$ cat src/rtl/btb_predictor.sv
// btb_predictor: fully-associative branch target buffer with per-entry
// saturating direction counters.
//
// Fetch presents lookup_pc with lookup_en. One cycle later the registered
// pred_hit, pred_taken and pred_next_pc outputs carry the prediction. Resolved
// branches write back through the update_* port. A lookup and an update on the
// same edge do not interact: the lookup sees the table as it was before the edge.
//
// Replacement: the lowest-index invalid entry is filled first. Once the table
// is full, a round-robin pointer selects the victim.
//
// Parameters:
//   ENTRIES  number of entries (>= 2)
//   ADDR_W   PC/target width
//   CTR_W    direction counter width (>= 1)
//
// Ports:
//   clk, reset      clock; asynchronous active-high reset
//   lookup_en/pc    lookup request
//   pred_hit        registered: lookup_pc matched a valid entry
//   pred_taken      registered: hit and counter MSB set
//   pred_next_pc    registered: target if pred_taken, else lookup_pc + 4
//   update_valid    resolved-branch strobe, with update_pc/taken/target
//
// Optional feature (macro BTB_STATS_EN):
//   stat_lookups    saturating count of lookups
//   stat_hits       saturating count of lookups that hit
module btb_predictor #(
    parameter int unsigned ENTRIES = 4,
    parameter int unsigned ADDR_W  = 32,
    parameter int unsigned CTR_W   = 2
) (
    input  logic              clk,
    input  logic              reset,
    input  logic              lookup_en,
    input  logic [ADDR_W-1:0] lookup_pc,
    output logic              pred_hit,
    output logic              pred_taken,
    output logic [ADDR_W-1:0] pred_next_pc,
    input  logic              update_valid,
    input  logic [ADDR_W-1:0] update_pc,
    input  logic              update_taken,
    input  logic [ADDR_W-1:0] update_target
`ifdef BTB_STATS_EN
    ,
    output logic [31:0]       stat_lookups,
    output logic [31:0]       stat_hits
`endif
);

    localparam int unsigned IdxW = $clog2(ENTRIES);
    localparam logic [CTR_W-1:0] CtrMax  = '1;
    // New entries start weakly taken.
    localparam logic [CTR_W-1:0] CtrInit = CTR_W'(1) << (CTR_W - 1);
    localparam logic [IdxW-1:0]  RrLast  = IdxW'(ENTRIES - 1);

    // Table state. Only the valid bits and rr need a reset.
    logic [ENTRIES-1:0] valid_q, valid_d;
    logic [ADDR_W-1:0]  tag_q    [ENTRIES];
    logic [ADDR_W-1:0]  tag_d    [ENTRIES];
    logic [ADDR_W-1:0]  target_q [ENTRIES];
    logic [ADDR_W-1:0]  target_d [ENTRIES];
    logic [CTR_W-1:0]   ctr_q    [ENTRIES];
    logic [CTR_W-1:0]   ctr_d    [ENTRIES];
    logic [IdxW-1:0]    rr_q, rr_d;

    // Prediction registers.
    logic              pred_hit_q, pred_hit_d;
    logic              pred_taken_q, pred_taken_d;
    logic [ADDR_W-1:0] pred_next_pc_q, pred_next_pc_d;

    // Lookup match.
    logic              lk_hit;
    logic [IdxW-1:0]   lk_idx;
    logic [ADDR_W-1:0] lk_pc_plus4;

    // Update match and victim choice.
    logic              up_hit;
    logic [IdxW-1:0]   up_idx;
    logic              free_found;
    logic [IdxW-1:0]   free_idx;
    logic [IdxW-1:0]   victim_idx;

    // ------------------------------------------------------------------
    // Lookup: tags are unique, so at most one entry can match.
    // ------------------------------------------------------------------
    always_comb begin
        lk_hit = 1'b0;
        lk_idx = '0;
        for (int i = 0; i < ENTRIES; i++) begin
            if (valid_q[i] && (tag_q[i] == lookup_pc)) begin
                lk_hit = 1'b1;
                lk_idx = IdxW'(i);
            end
        end
    end

    assign lk_pc_plus4 = lookup_pc + ADDR_W'(4);

    always_comb begin
        pred_hit_d     = pred_hit_q;
        pred_taken_d   = pred_taken_q;
        pred_next_pc_d = pred_next_pc_q;
        if (lookup_en) begin
            pred_hit_d     = lk_hit;
            pred_taken_d   = lk_hit && ctr_q[lk_idx][CTR_W-1];
            pred_next_pc_d = pred_taken_d ? target_q[lk_idx] : lk_pc_plus4;
        end
    end

    // ------------------------------------------------------------------
    // Update match and victim selection.
    // ------------------------------------------------------------------
    always_comb begin
        up_hit = 1'b0;
        up_idx = '0;
        for (int i = 0; i < ENTRIES; i++) begin
            if (valid_q[i] && (tag_q[i] == update_pc)) begin
                up_hit = 1'b1;
                up_idx = IdxW'(i);
            end
        end
    end

    // Scan from the top so the lowest invalid index wins.
    always_comb begin
        free_found = 1'b0;
        free_idx   = '0;
        for (int i = ENTRIES - 1; i >= 0; i--) begin
            if (!valid_q[i]) begin
                free_found = 1'b1;
                free_idx   = IdxW'(i);
            end
        end
    end

    assign victim_idx = free_found ? free_idx : rr_q;

    // ------------------------------------------------------------------
    // Table next state.
    // ------------------------------------------------------------------
    always_comb begin
        valid_d  = valid_q;
        tag_d    = tag_q;
        target_d = target_q;
        ctr_d    = ctr_q;
        rr_d     = rr_q;
        if (update_valid) begin
            if (up_hit) begin
                if (update_taken) begin
                    if (ctr_q[up_idx] != CtrMax) begin
                        ctr_d[up_idx] = ctr_q[up_idx] + CTR_W'(1);
                    end
                    target_d[up_idx] = update_target;
                end else if (ctr_q[up_idx] != '0) begin
                    ctr_d[up_idx] = ctr_q[up_idx] - CTR_W'(1);
                end
            end else if (update_taken) begin
                valid_d[victim_idx]  = 1'b1;
                tag_d[victim_idx]    = update_pc;
                target_d[victim_idx] = update_target;
                ctr_d[victim_idx]    = CtrInit;
                // rr advances only when it actually chose the victim.
                if (!free_found) begin
                    rr_d = (rr_q == RrLast) ? '0 : rr_q + IdxW'(1);
                end
            end
        end
    end

    // ------------------------------------------------------------------
    // State registers.
    // ------------------------------------------------------------------
    always_ff @(posedge clk or posedge reset) begin
        if (reset) begin
            valid_q        <= '0;
            rr_q           <= '0;
            pred_hit_q     <= 1'b0;
            pred_taken_q   <= 1'b0;
            pred_next_pc_q <= '0;
        end else begin
            valid_q        <= valid_d;
            rr_q           <= rr_d;
            pred_hit_q     <= pred_hit_d;
            pred_taken_q   <= pred_taken_d;
            pred_next_pc_q <= pred_next_pc_d;
        end
    end

    // Payload storage is qualified by valid_q and needs no reset.
    always_ff @(posedge clk) begin
        tag_q    <= tag_d;
        target_q <= target_d;
        ctr_q    <= ctr_d;
    end

    assign pred_hit     = pred_hit_q;
    assign pred_taken   = pred_taken_q;
    assign pred_next_pc = pred_next_pc_q;

`ifdef BTB_STATS_EN
    // ------------------------------------------------------------------
    // Saturating lookup statistics.
    // ------------------------------------------------------------------
    logic [31:0] lookups_q, lookups_d;
    logic [31:0] hits_q, hits_d;

    always_comb begin
        lookups_d = lookups_q;
        hits_d    = hits_q;
        if (lookup_en) begin
            if (lookups_q != '1) begin
                lookups_d = lookups_q + 32'd1;
            end
            if (lk_hit && (hits_q != '1)) begin
                hits_d = hits_q + 32'd1;
            end
        end
    end

    always_ff @(posedge clk or posedge reset) begin
        if (reset) begin
            lookups_q <= '0;
            hits_q    <= '0;
        end else begin
            lookups_q <= lookups_d;
            hits_q    <= hits_d;
        end
    end

    assign stat_lookups = lookups_q;
    assign stat_hits    = hits_q;
`endif

endmodule

$ cat config.mk
export PLATFORM = sky130hd
export DESIGN_NAME = btb_predictor
export DESIGN_NICKNAME = d
export VERILOG_FILES = /design/src/rtl/btb_predictor.sv
export SDC_FILE = /design/constraint.sdc
export NUM_CORES = 1
export LEC_CHECK = 0
export CORE_ASPECT_RATIO = 1.5
export CORE_MARGIN = 4
export CORE_UTILIZATION = 42
export CTS_BUF_LIST = sky130_fd_sc_hd__clkbuf_4 sky130_fd_sc_hd__clkbuf_8 sky130_fd_sc_hd__clkbuf_16
export CTS_CLUSTER_SIZE = 24
export DETAILED_ROUTE_END_ITERATION = 10
export SLEW_MARGIN = 40
export SYNTH_ARGS = -nofsm -noshare
export SYNTH_HDL_FRONTEND = slang
export SYNTH_SLANG_ARGS = --single-unit
$ cat constraint.sdc
create_clock -name clk -period 6.1 [get_ports clk]
set_input_delay 1.22 -clock clk [delete_from_list [all_inputs] [get_ports clk]]
set_output_delay 1.22 -clock clk [all_outputs]
set_load 0.05 [all_outputs]
=== Yosys cells after proc, flatten, opt, wreduce, memory -nomap -nowiden ===
Cells that the tools add are included.

* Flip-flop bits (word level): 304
* Latch bits: 0
* Bits in writable memories: 0
* ROM bits: 0
* Input port bits: 101
* Word-level logic and storage cells: 124
* Memories: 0

* $add $sub $neg: 4
* Multipliers: 0
* Div/mod/pow operators: 0
* Order comparisons: 7
* Equal/unequal tests: 11
* Shift-type cells: 0
* Muxes and demuxes: 57
* Bitwise operators: 9
* Reduce and logical (&&, ||, !) cells: 19

{| class="wikitable"
|+ Operators by type and width
! operator !! count
|-
| 128-bit bitwise mux || 3
|-
| 128-bit 2-to-1 mux || 3
|-
| 32-bit equality test || 8
|-
| 32-bit 2-to-1 mux || 5
|-
| 32-bit demux with 2-bit select || 2
|-
| 32-bit binary-select mux with 2-bit select || 1
|-
| 8-bit 2-to-1 mux || 5
|-
| 32-bit by 3-bit adder with 32-bit output (second input constant) || 1
|-
| 2-bit 2-to-1 mux || 16
|-
| 8-bit bitwise mux || 2
|-
| 1-bit 2-to-1 mux || 15
|-
| 1-bit logical AND || 12
|-
| 3-bit >= comparator (second input constant) || 3
|-
| 2-bit NOT with 3-bit output || 3
|-
| 2-bit binary-select mux with 2-bit select || 2
|-
| 2-bit demux with 2-bit select || 2
|-
| 4-bit bitwise OR || 2
|-
| 4-bit AND reduction || 2
|-
| 3-bit by 1-bit < comparator with 1-bit output (second input constant) || 2
|-
| 2-bit nonzero test || 3
|-
| 2-bit by 1-bit adder with 2-bit output (second input constant) || 2
|-
| 4-bit AND || 1
|-
| 4-bit NOT || 1
|-
| 2-bit by 3-bit < comparator with 1-bit output (second input constant) || 1
|-
| 9 further kinds || 10
|}

=== Depth between registers and ports, before layout ===
Gate-level depths: netlist (run 1).

* Depth after elaboration: 14
* Gate-level depth with buffers: 12
* Gate-level depth less buffers: 12

=== Worst setup path before layout (run 1) ===
OpenSTA, ideal clock, no wires.

* Path type: input to register
* From: input port update_pc[5]
* To: register target_q[100] (netlist name), enable pin
* Setup time: 461 ps
* Data arrival time: 4,485 ps
* Data required time: 5,639 ps
* Setup slack: 1,154 ps
* Cell stages on the path: 6
* Buffers on the path: 0
* Path through: xor2_1 > nor4_1 > nand4b_1 > nor4_1 > nor2_1 > nor3_1

{| class="wikitable"
|+ RTL lines
! what !! RTL line !! RTL
|-
| from (decl) || 41 || <nowiki>input logic [ADDR_W-1:0] update_pc,</nowiki>
|-
| to (signal assigned) || 193 || <nowiki>target_q <= target_d;</nowiki>
|-
| to (decl) || 61 || <nowiki>logic [ADDR_W-1:0] target_q [ENTRIES];</nowiki>
|}

=== Worst setup path in the final report (run 1) ===
* From: input port update_pc[2]
* To: register ctr_q[5] (netlist name), enable pin

* Word-level cells in the longest chain between the ends: 12

{| class="wikitable"
|+ Ends and longest elaborated chain
! what !! RTL line !! RTL
|-
| 32-bit equality test || 118 || <nowiki>if (valid_q[i] && (tag_q[i] == update_pc)) begin</nowiki>
|-
| 1-bit logical AND || 118 ||
|-
| 1-bit 2-to-1 mux || 118 ||
|-
| 2-bit 2-to-1 mux (2 in a row) || 118 ||
|-
| 2-bit NOT with 3-bit output (implied by the code) || 151, 155 ||
|-
| 2-bit binary-select mux with 2-bit select || 151, 155 ||
|-
| 2-bit 2-to-1 mux (implied by the code) (2 in a row) || 151, 155 ||
|-
| 2-bit inequality test or 2-bit nonzero test (tied branches) || 151, 155 ||
|-
| 3-bit by 2-bit inequality test with 1-bit output (no source line) or 2-bit nonzero test (tied branches) || -- ||
|-
| 4-bit AND reduction (no source line) * || -- ||
|-
| to (signal assigned) || 194 || <nowiki>ctr_q <= ctr_d;</nowiki>
|-
| to (decl) || 63 || <nowiki>logic [CTR_W-1:0] ctr_q [ENTRIES];</nowiki>
|}

Mark *: on every way between the ends. The rest lies on a longest branch, timed or not. The select of a mux whose other input is x is not followed.
A chain may end at the register's enable or synchronous reset.

==> results of run 1 <==
[area by class of cell]
cell class                 count  area, sq um
tap                          495          619
antenna                        3         7.51
sequential                   304         8930
clock buffer                  39          902
clock inverter                17          160
timing repair buffer         187         1760
inverter                      19         73.8
multi-input combinational    944         7090
fill                        3482        19100
[power by group]
part / total, mW / internal, mW / switching, mW
clock: 1.99 / 1.17 / 0.826
combinational: 1.42 / 0.470 / 0.951
sequential: 2.73 / 2.61 / 0.128
total: 6.15 / 4.24 / 1.90
[placed cells by master (no fill, tap or decap), types with 9 or more instances in the layout]
master           instances
edfxtp_1               264
xor2_1                 195
clkdlybuf4s50_1        133
nor2b_1                 98
xnor2_1                 89
nor4_1                  64
buf_4                   51
o211ai_1                43
nand4_1                 42
nand2b_1                40
dfrtp_1                 40
and2_1                  36
clkbuf_16               33
nand2_1                 30
nand3_1                 29
o211ai_2                29
o21ai_0                 26
o31a_1                  24
a211oi_1                24
a2bb2oi_1               23
inv_1                   18
nor2_1                  17
o21a_1                  13
and3_1                  12
nor3_1                  10
clkinv_2                10
a22oi_1                  9
[cell families after synthesis]
kind of cell | Yosys count
AO/OA/AOI/OAI | 219
XOR/XNOR | 284
adder cells (fa/ha/maj) | 4
buffers and inverters | 111
flip-flops | 304
multiplexers | 7
AND/OR/NAND/NOR | 430
[critical path, cell delays in order]
cell and delay (ps):
clkdlybuf4s50_1 870, xor2_1 250, nor4_1 590, nand4_1 350
nor4_2 660, nand2b_1 140, o31a_1 180, a21o_1 170
ha_1 190, nor4_1 290, o21ai_0 110, a21boi_0 310
[routing by layer]
layer	vias to the layer above	share of wire [%]
met2	394	52
met1	5823	36
met3	129	4.5
met4	2	7.2
li1	5292	-
met5	-	0.028
[sequential cells by signal, summed over array words and instances (netlist names)]
signal        cells
tag_q           128
target_q        128
pred_next_pc     32
ctr_q             8
valid_q           4
rr_q              2
pred_hit          1
pred_taken        1
[worst min-delay path by stage]
stage,startpoint,end,depth (start not counted)
2_1_floorplan,target_q[0],pred_next_pc[0],2
3_3_place_gp,pred_next_pc[9],pred_next_pc[9],2
3_5_place_dp,pred_next_pc[15],pred_next_pc[15],2
4_1_cts,pred_next_pc[15],pred_next_pc[15],2
5_1_grt,pred_next_pc[22],pred_next_pc[22],2
6_report,pred_next_pc[15],pred_next_pc[15],2
==> metrics.md, run 1 <==
| Metric | Value |
|---|---|
| Outcome | finished, final reports clean |
| Port Buffers | 134 |
| Max cap viols | 0 |
| Reg2reg end | ctr_q[5] |
| Mux contribution to synthesized area | 0.530% |
| Peak supply drop | 0.236 mV |
| CTS tree | done |
| Drt total wl | 60,400 um |
| Cts hold-fix bufs | 0 |
| PwrDens | 314 nW/um^2 |
| M3 GR Usage | 3.07% |
| Slew Viols, Final | 0 |
| Top FF cell, synth | edfxtp_1 |
| Synth area leaders | edfxtp_1, xor2_1, dfrtp_1 |
| Largest net degree at the start of global routing | 70 |
| Top cells by count, synth | edfxtp_1, xor2_1, nor2b_1, xnor2_1, nor4_1 |
| Setup TNS | 0 ps |
| Post-DR vias/cell | 5.80 |
| R2R cell count | 11 |
| Syn Nets | 1,464 |
| Max Fclk | 196 MHz |
| Die ar. | 42,600 sq um |
| Number of nets with antenna violations after detailed routing | 0 |
| TritonCTS Buffers | 30 |
| DR iter-0 viols | 1,049 |
| Synth Area per Inst | 12.2 sq um |
| 1st-pass router iterations | 5 |
| Core area | 38,600 sq um |
| RSZ-0062 raised after global routing | false |
| First-pass GRT wire length | 86,500 um |
| Yosys warnings | 0 |
| Seq/Total Area, Yosys | 54.0% |
| Worst Path Required | 6350 ps |
| Chip width | 170 um |
| DR DRC count | 0 |
| Endpoint class of the critical path | flop |
| Arrival time worst endpoint | 5340 ps |
| Ys async rst share | 13.2% |
| Total track usage | 27.9% |
| WHS | 509 ps |
| Yosys reg bits | 304 |
| Vias in the first global route | 12,246 |
| Setup Viol. Count Final | 0 |
| Hpwl dp | 45,500 um |
| Post-Synth Simple-Gate Area | 15.8% |
| Slew headroom | 47.6% |
| Largest family of logic cells by synthesized area | simple AND/OR/NAND/NOR gates |
| Hold WC Path Type | flop to flop |
| Via count | 11,640 |
| Top Usage Layer GRT | met2 |
| Critical R2R Launch | tag_q[3] |
| GP Congestion | 1.02 |
| Mapped Cells | 1,359 |
| WL/cell | 30.1 um |
| Final Instance Area | 19,500 sq um |
| Slew @ Worst Pin | 779 ps |
| Tmin final | 5090 ps |
| CP Max Fanout | 8 |
| Clk sinks | 304 |
| Compound-Gate Fraction of Synth Area | 10.8% |
| Area growth, synth to finish | 18.3% |
| Synth cell types | 60 |
| Post-CTS Setup Inserts | 0 |
| Count leader, synth | edfxtp_1 |
| Total power | 6.15 mW |
| Grt met1 use | 31.2% |
| Top cell type's share of synthesized area | 48.0% |
| Finished Core Util | 50.6% |
| Initial Utilization | 42.7% |
| Synth area leader | edfxtp_1 |
| Height of the die | 251 um |
| Initial antenna violation count | 2 |
| Post-Synth XOR/XNOR Area | 15.1% |
| Critical Path Start Type | primary input |
| Clock insertion delay at the later pin of the skew report | 570 ps |
| Post-synth EDFFs | 264 |
| Share of cells above drive strength 1 | 10.5% |
| Final hold violations | 0 |
| GRT met2 Usage | 50.5% |
| Synth Area in Adders | 0.303% |
| Critical path startpoint | update_pc[2] |
| FP Rows | 88 |
| R2r setup slk | 2030 ps |
| Non-filler instance count after layout | 2,008 |
| Syn Std Cell Area | 16,500 sq um |
| Setup CP Type | primary input to flop |
| Reg clk slew, reported paths | 70 ps |
| Final net count | 1,591 |
| CP endpoint | ctr_q[5] |
| Overflow left after global routing | 0 |
| P_leak | 6.72 nW |
| Worst setup slack after layout | 1010 ps |
| Cts repair resizes | 0 |
| CTS H-tree depth | 1 |
| Clock skew | 14.4 ps |
| Dpl cells | 1,949 |
| Placed cell area | 18,500 sq um |
| Place WS | 468 ps |
| Period utilisation layout | 83.4% |
| IO Pins | 135 |
| CTS root buf | clkbuf_16 |
| Max Root-Sink Buffers | 3 |
Power figures use the tool's default switching activity.
==> run 2: changes to the inputs <==
==> constraint.sdc (replaced) <==
create_clock -name clk -period 4.3 [get_ports clk]
set_input_delay 0.86 -clock clk [delete_from_list [all_inputs] [get_ports clk]]
set_output_delay 0.86 -clock clk [all_outputs]
set_load 0.05 [all_outputs]
==> metrics.md, run 2 (synthesis gave the netlist of run 1 again) <==
| Metric | Value |
|---|---|
| Multi-input gate area | 7110 sq um |
| FP Rows | 88 |
| Worst setup slack after layout | 310 ps |
| Most common cell after layout, fill and taps aside | edfxtp_1 |
| Max cap viols | 0 |
| Number of nets with antenna violations after detailed routing | 0 |
| Max Fclk | 251 MHz |
| WHS | 505 ps |
| RSZ-0062 raised after global routing | false |
| Via count | 12,300 |
| Reg2reg end | ctr_q[4] |
| Initial Utilization | 42.7% |
| CTS root buf | clkbuf_16 |
| Die ar. | 42,600 sq um |
| Placed cell area | 20,000 sq um |
| Total track usage | 27.7% |
| Cts hold-fix bufs | 0 |
| P_leak | 7.60 nW |
| Hold EP | pred_next_pc[2] |
| Clock skew | 20.9 ps |
| CTS tree | done |
| CP Max Fanout | 4 |
| Period utilisation layout | 92.8% |
| Cts repair resizes | 0 |
| R2r setup slk | 710 ps |
| First-pass GRT wire length | 86,600 um |
| Total power | 8.87 mW |
| Worst Path Required | 4540 ps |
| Hold WC Path Type | flop to flop |
| Largest net degree at the start of global routing | 69 |
| Height of the die | 251 um |
| Arrival time worst endpoint | 4230 ps |
| Most frequent cells in the layout | edfxtp_1, buf_4, xor2_1, clkdlybuf4s50_1, nor2b_1 |
| 1st-pass router iterations | 5 |
| Setup CP Type | primary input to flop |
| WL/cell | 27.8 um |
| Vias in the first global route | 12,921 |
| Final hold violations | 0 |
| Flip-flop and latch area | 8930 sq um |
| Endpoint class of the critical path | flop |
| Reg clk slew, reported paths | 70 ps |
| Hpwl dp | 46,900 um |
| Place WS | -312 ps |
| Port Buffers | 134 |
| DR DRC count | 0 |
| Final net count | 1,762 |
| Slew headroom | 57.2% |
| Hold depth | 2 |
| PwrDens | 422 nW/um^2 |
| Setup Viol. Count Final | 0 |
| Core area | 38,600 sq um |
| Max Root-Sink Buffers | 3 |
| Drt total wl | 60,400 um |
| IO Pins | 135 |
| Clock insertion delay at the later pin of the skew report | 580 ps |
| Final Instance Area | 21,000 sq um |
| Post-DR vias/cell | 5.65 |
| Share of cells above drive strength 1 | 19.7% |
| CTS H-tree depth | 1 |
| Area growth, synth to finish | 27.2% |
| Clk sinks | 304 |
| # fillers | 3,391 |
| Initial antenna violation count | 0 |
| Slew @ Worst Pin | 643 ps |
| Peak supply drop | 0.327 mV |
| Outcome | finished, final reports clean |
| Slew Viols, Final | 0 |
| R2R cell count | 14 |
| Min-delay src | pred_next_pc[2] |
| Critical R2R Launch | tag_q[22] |
| DR iter-0 viols | 904 |
| Chip width | 170 um |
| Overflow left after global routing | 0 |
| Tmin final | 3990 ps |
| GP Congestion | 1.02 |
| TritonCTS Buffers | 31 |
| Critical Path Start Type | primary input |
| Post-CTS Setup Inserts | 0 |
==> run 2: worst max-delay path, stage by stage <==
cell             delay (ps)
clkdlybuf4s50_1         540
xor2_1                  260
nor4_1                  390
nand4_1                 130
or3_1                   510
mux2_2                  310
mux2i_1                 160
o21ai_0                 100
ha_1                    210
nor4_1                  300
o21ai_0                 110
a21boi_0                330
==> run 2: worst max path at each step <==
| stage | from | end | slack (ps) | cells past startpoint |
|---|---|---|---|---|
| after floorplan | update_pc[21] | target_q[0] | 70 | 8 |
| after global placement | update_pc[23] | ctr_q[5] | -220 | 13 |
| after detailed placement | update_pc[23] | ctr_q[5] | -310 | 13 |
| after CTS | update_pc[23] | ctr_q[4] | 250 | 13 |
| after global routing | update_pc[31] | ctr_q[4] | 70 | 12 |
| final | update_pc[31] | ctr_q[4] | 310 | 12 |
==> run 2: where the power goes <==
part	switching [mW]	internal, mW
combinational	1.38	0.865
clock	1.18	1.55
sequential	0.186	3.70
==> run 2: stage by stage <==
| stage | cells | utilization [%] | TNS (ps) |
|---|---|---|---|
| floorplan | 1359 | - | 0 |
| global placement | 2116 | 51.5 | -12100 |
| detailed placement | 2119 | 51.7 | -2090 |
| CTS | 2176 | 54.3 | 0 |
| global route | 2176 | 54.3 | 0 |
| finish | 2177 | 54.4 | 0 |
==> run 2: metal layers <==
layer  GRT usage (%)  part of all wire, %  routed length (um)  vias to the layer above
met2            51.3                   53               32100                      392
met1            31.3                   36               21900                     6147
met4            14.8                  6.5                3940                        0
met5               0                    0                   0                        -
li1                -                    -                   -                     5637
met3            2.03                  4.0                2390                      124
==> run 2: final cells by class <==
class / instances / share of cell area (%)
multi-input cells: 944 / 33.8
clock buffers: 41 / 4.17
clock inverters: 16 / 0.679
repair buffers: 357 / 15.5
flip-flops and latches: 304 / 42.5
diodes: 1 / 0.0119
well taps: 495 / 2.95
inverters: 19 / 0.351
==> run 3: changes to the inputs <==
--- a/config.mk
+++ b/config.mk
@@ -8,7 +8,7 @@
 export CORE_ASPECT_RATIO = 1.5
 export CORE_MARGIN = 4
 export CORE_UTILIZATION = 42
-export CTS_BUF_LIST = sky130_fd_sc_hd__clkbuf_4 sky130_fd_sc_hd__clkbuf_8 sky130_fd_sc_hd__clkbuf_16
+export CTS_BUF_LIST = sky130_fd_sc_hd__clkbuf_8
 export CTS_CLUSTER_SIZE = 24
 export DETAILED_ROUTE_END_ITERATION = 10
 export SLEW_MARGIN = 40
==> metrics.md, run 3 (synthesis gave the netlist of run 1 again) <==
| Metric | Value |
|---|---|
| RSZ-0062 raised after global routing | false |
| Grt met1 use | 31.1% |
| Setup CP Type | primary input to flop |
| Crit path max-delay family | simple AND/OR/NAND/NOR gates |
| Critical R2R Launch | tag_q[45] |
| Crit path depth | 13 |
| 1st-pass router iterations | 5 |
| # fillers | 3,402 |
| Chip width | 170 um |
| TritonCTS Buffers | 48 |
| DR iter-0 viols | 1,001 |
| Sequential share of power | 45.2% |
| Number of nets with antenna violations after detailed routing | 0 |
| Max Root-Sink Buffers | 3 |
| Overflow left after global routing | 0 |
| Port Buffers | 134 |
| WHS | 504 ps |
| Crit path cell chain | clkdlybuf4s50_1 > buf_4 > xnor2_1 > nand2_1 > nor4b_1 > nand3_1 > and3_1 > o31a_1 > a21o_1 > ha_1 > nor4_1 > o21ai_0 > a21boi_0 |
| Critical path startpoint | update_pc[23] |
| Placed cell area | 20,000 sq um |
| Max Fclk | 242 MHz |
| DR DRC count | 0 |
| Die ar. | 42,600 sq um |
| Post-CTS Setup Inserts | 0 |
| Arrival time worst endpoint | 4410 ps |
| Total track usage | 27.9% |
| Clk sinks | 304 |
| Most common cell after layout, fill and taps aside | edfxtp_1 |
| Worst Path Required | 4580 ps |
| Post-DR vias/cell | 5.64 |
| Max cap viols | 0 |
| Reg clk slew, reported paths | 80 ps |
| Top Usage Layer GRT | met2 |
| Reg2reg end | ctr_q[4] |
| Logic pwr share | 26.1% |
| Height of the die | 251 um |
| Most frequent cells in the layout | edfxtp_1, buf_4, xor2_1, clkdlybuf4s50_1, nor2b_1 |
| Cts repair resizes | 0 |
| Initial antenna violation count | 1 |
| M3 GR Usage | 3.10% |
| Setup Viol. Count Final | 0 |
| Clock insertion delay at the later pin of the skew report | 600 ps |
| CP endpoint | ctr_q[4] |
| Hpwl dp | 46,900 um |
| Core area | 38,600 sq um |
| Slew @ Worst Pin | 725 ps |
| Sw Share | 32.1% |
| Total power | 8.59 mW |
| Period utilisation layout | 96.1% |
| Place WS | -312 ps |
| CTS tree | done |
| Finished Core Util | 54.1% |
| Endpoint class of the critical path | flop |
| Drt total wl | 60,500 um |
| Slew Viols, Final | 0 |
| Share of cells above drive strength 1 | 19.7% |
| Critical Path Start Type | primary input |
| NetSw | 2.75 mW |
| Outcome | finished, final reports clean |
| PwrDens | 411 nW/um^2 |
| Slew headroom | 51.0% |
| Peak supply drop | 0.271 mV |
| Worst Path Buf+Inv | 2 |
| WL/cell | 27.4 um |
| R2R cell count | 11 |
| IO Pins | 135 |
| Clock skew | 27.1 ps |
| Largest net degree at the start of global routing | 69 |
| Crit-path max cell delay | 720 ps |
| Hold WC Path Type | flop to flop |
| Final hold violations | 0 |
| Area growth, synth to finish | 26.6% |
| Internal power | 5.84 mW |
| FP Rows | 88 |
| Clock share of power | 28.7% |
| Final net count | 1,779 |
| P_leak | 7.64 nW |
| GP Congestion | 1.02 |
| GRT met2 Usage | 50.8% |
| Via count | 12,437 |
| Final Instance Area | 20,900 sq um |
| First-pass GRT wire length | 86,800 um |
| CP Max Fanout | 3 |
| Worst path slowest cell | nor4b_1 |
| Vias in the first global route | 13,030 |
| Initial Utilization | 42.7% |
| R2r setup slk | 550 ps |
| Worst setup slack after layout | 169 ps |
| Cts hold-fix bufs | 0 |
| CTS H-tree depth | 2 |
| CTS root buf | clkbuf_8 |
| Tmin final | 4130 ps |
## run 3: changes by cell type in the layout (fill, tap and decap cells not counted), moves of 2 or more
cell / delta
clkbuf_8: +47
clkinv_1: +3
clkinv_2: -2
inv_1: +19
clkbuf_16: -31
clkbuf_4: -6
## run 3: worst min path at each step
stage	from	endpoint	slack [ps]	cells past startpoint
4_1_cts	pred_next_pc[2]	pred_next_pc[2]	510	2
6_report	pred_next_pc[2]	pred_next_pc[2]	500	2
3_5_place_dp	pred_next_pc[9]	pred_next_pc[9]	490	2
5_1_grt	pred_next_pc[2]	pred_next_pc[2]	520	2
2_1_floorplan	target_q[0]	pred_next_pc[0]	520	2
3_3_place_gp	pred_next_pc[13]	pred_next_pc[13]	490	2
## run 3: worst register-to-register path, cell delays in order (launching register included)
cell and delay (ps):
edfxtp_1 450, xnor2_1 370, nand4b_1 150, nor4b_1 670, nand3_1 210, and3_1 220, o31a_1 290, a21o_1 160
ha_1 190, nor4_1 300, o21ai_0 110, a21boi_0 330
## run 3: power by group through the flow
| stage | Combinational, mW | Clock [mW] | Sequential [mW] |
|---|---|---|---|
| after floorplan | 1.05 | 0 | 4.00 |
| after global placement | 2.20 | 0 | 3.93 |
| after detailed placement | 2.25 | 0 | 3.94 |
| after CTS | 2.26 | 2.52 | 3.88 |
| after global routing | 2.38 | 2.64 | 3.91 |
| final | 2.24 | 2.46 | 3.88 |
## run 3: layout make-up
| class | count | area [sq um] | share of cell area (%) |
|---|---|---|---|
| Antenna cell | 1 | 2.50 | 0.0120 |
| Clock buffer | 51 | 702 | 3.36 |
| Clock inverter | 35 | 226 | 1.08 |
| Inverter | 19 | 73.8 | 0.353 |
| Multi-Input combinational cell | 944 | 7100 | 34.0 |
| Sequential cell | 304 | 8930 | 42.7 |
| Tap cell | 495 | 619 | 2.96 |
| Timing Repair Buffer | 357 | 3260 | 15.6 |
## run 3: metal layers
metal  routed length (um)  part of all wire [%]
met3                 2810                   4.6
met2                31800                    53
met4                 4240                   7.0
met1                21600                    36
met5                    0                     0
## run 3: metrics by stage
stage | cells | TNS [ps]
2_1_floorplan | 1359 | 0
3_3_place_gp | 2116 | -12100
3_5_place_dp | 2119 | -2090
4_1_cts | 2205 | 0
5_1_grt | 2206 | 0
6_report | 2206 | 0
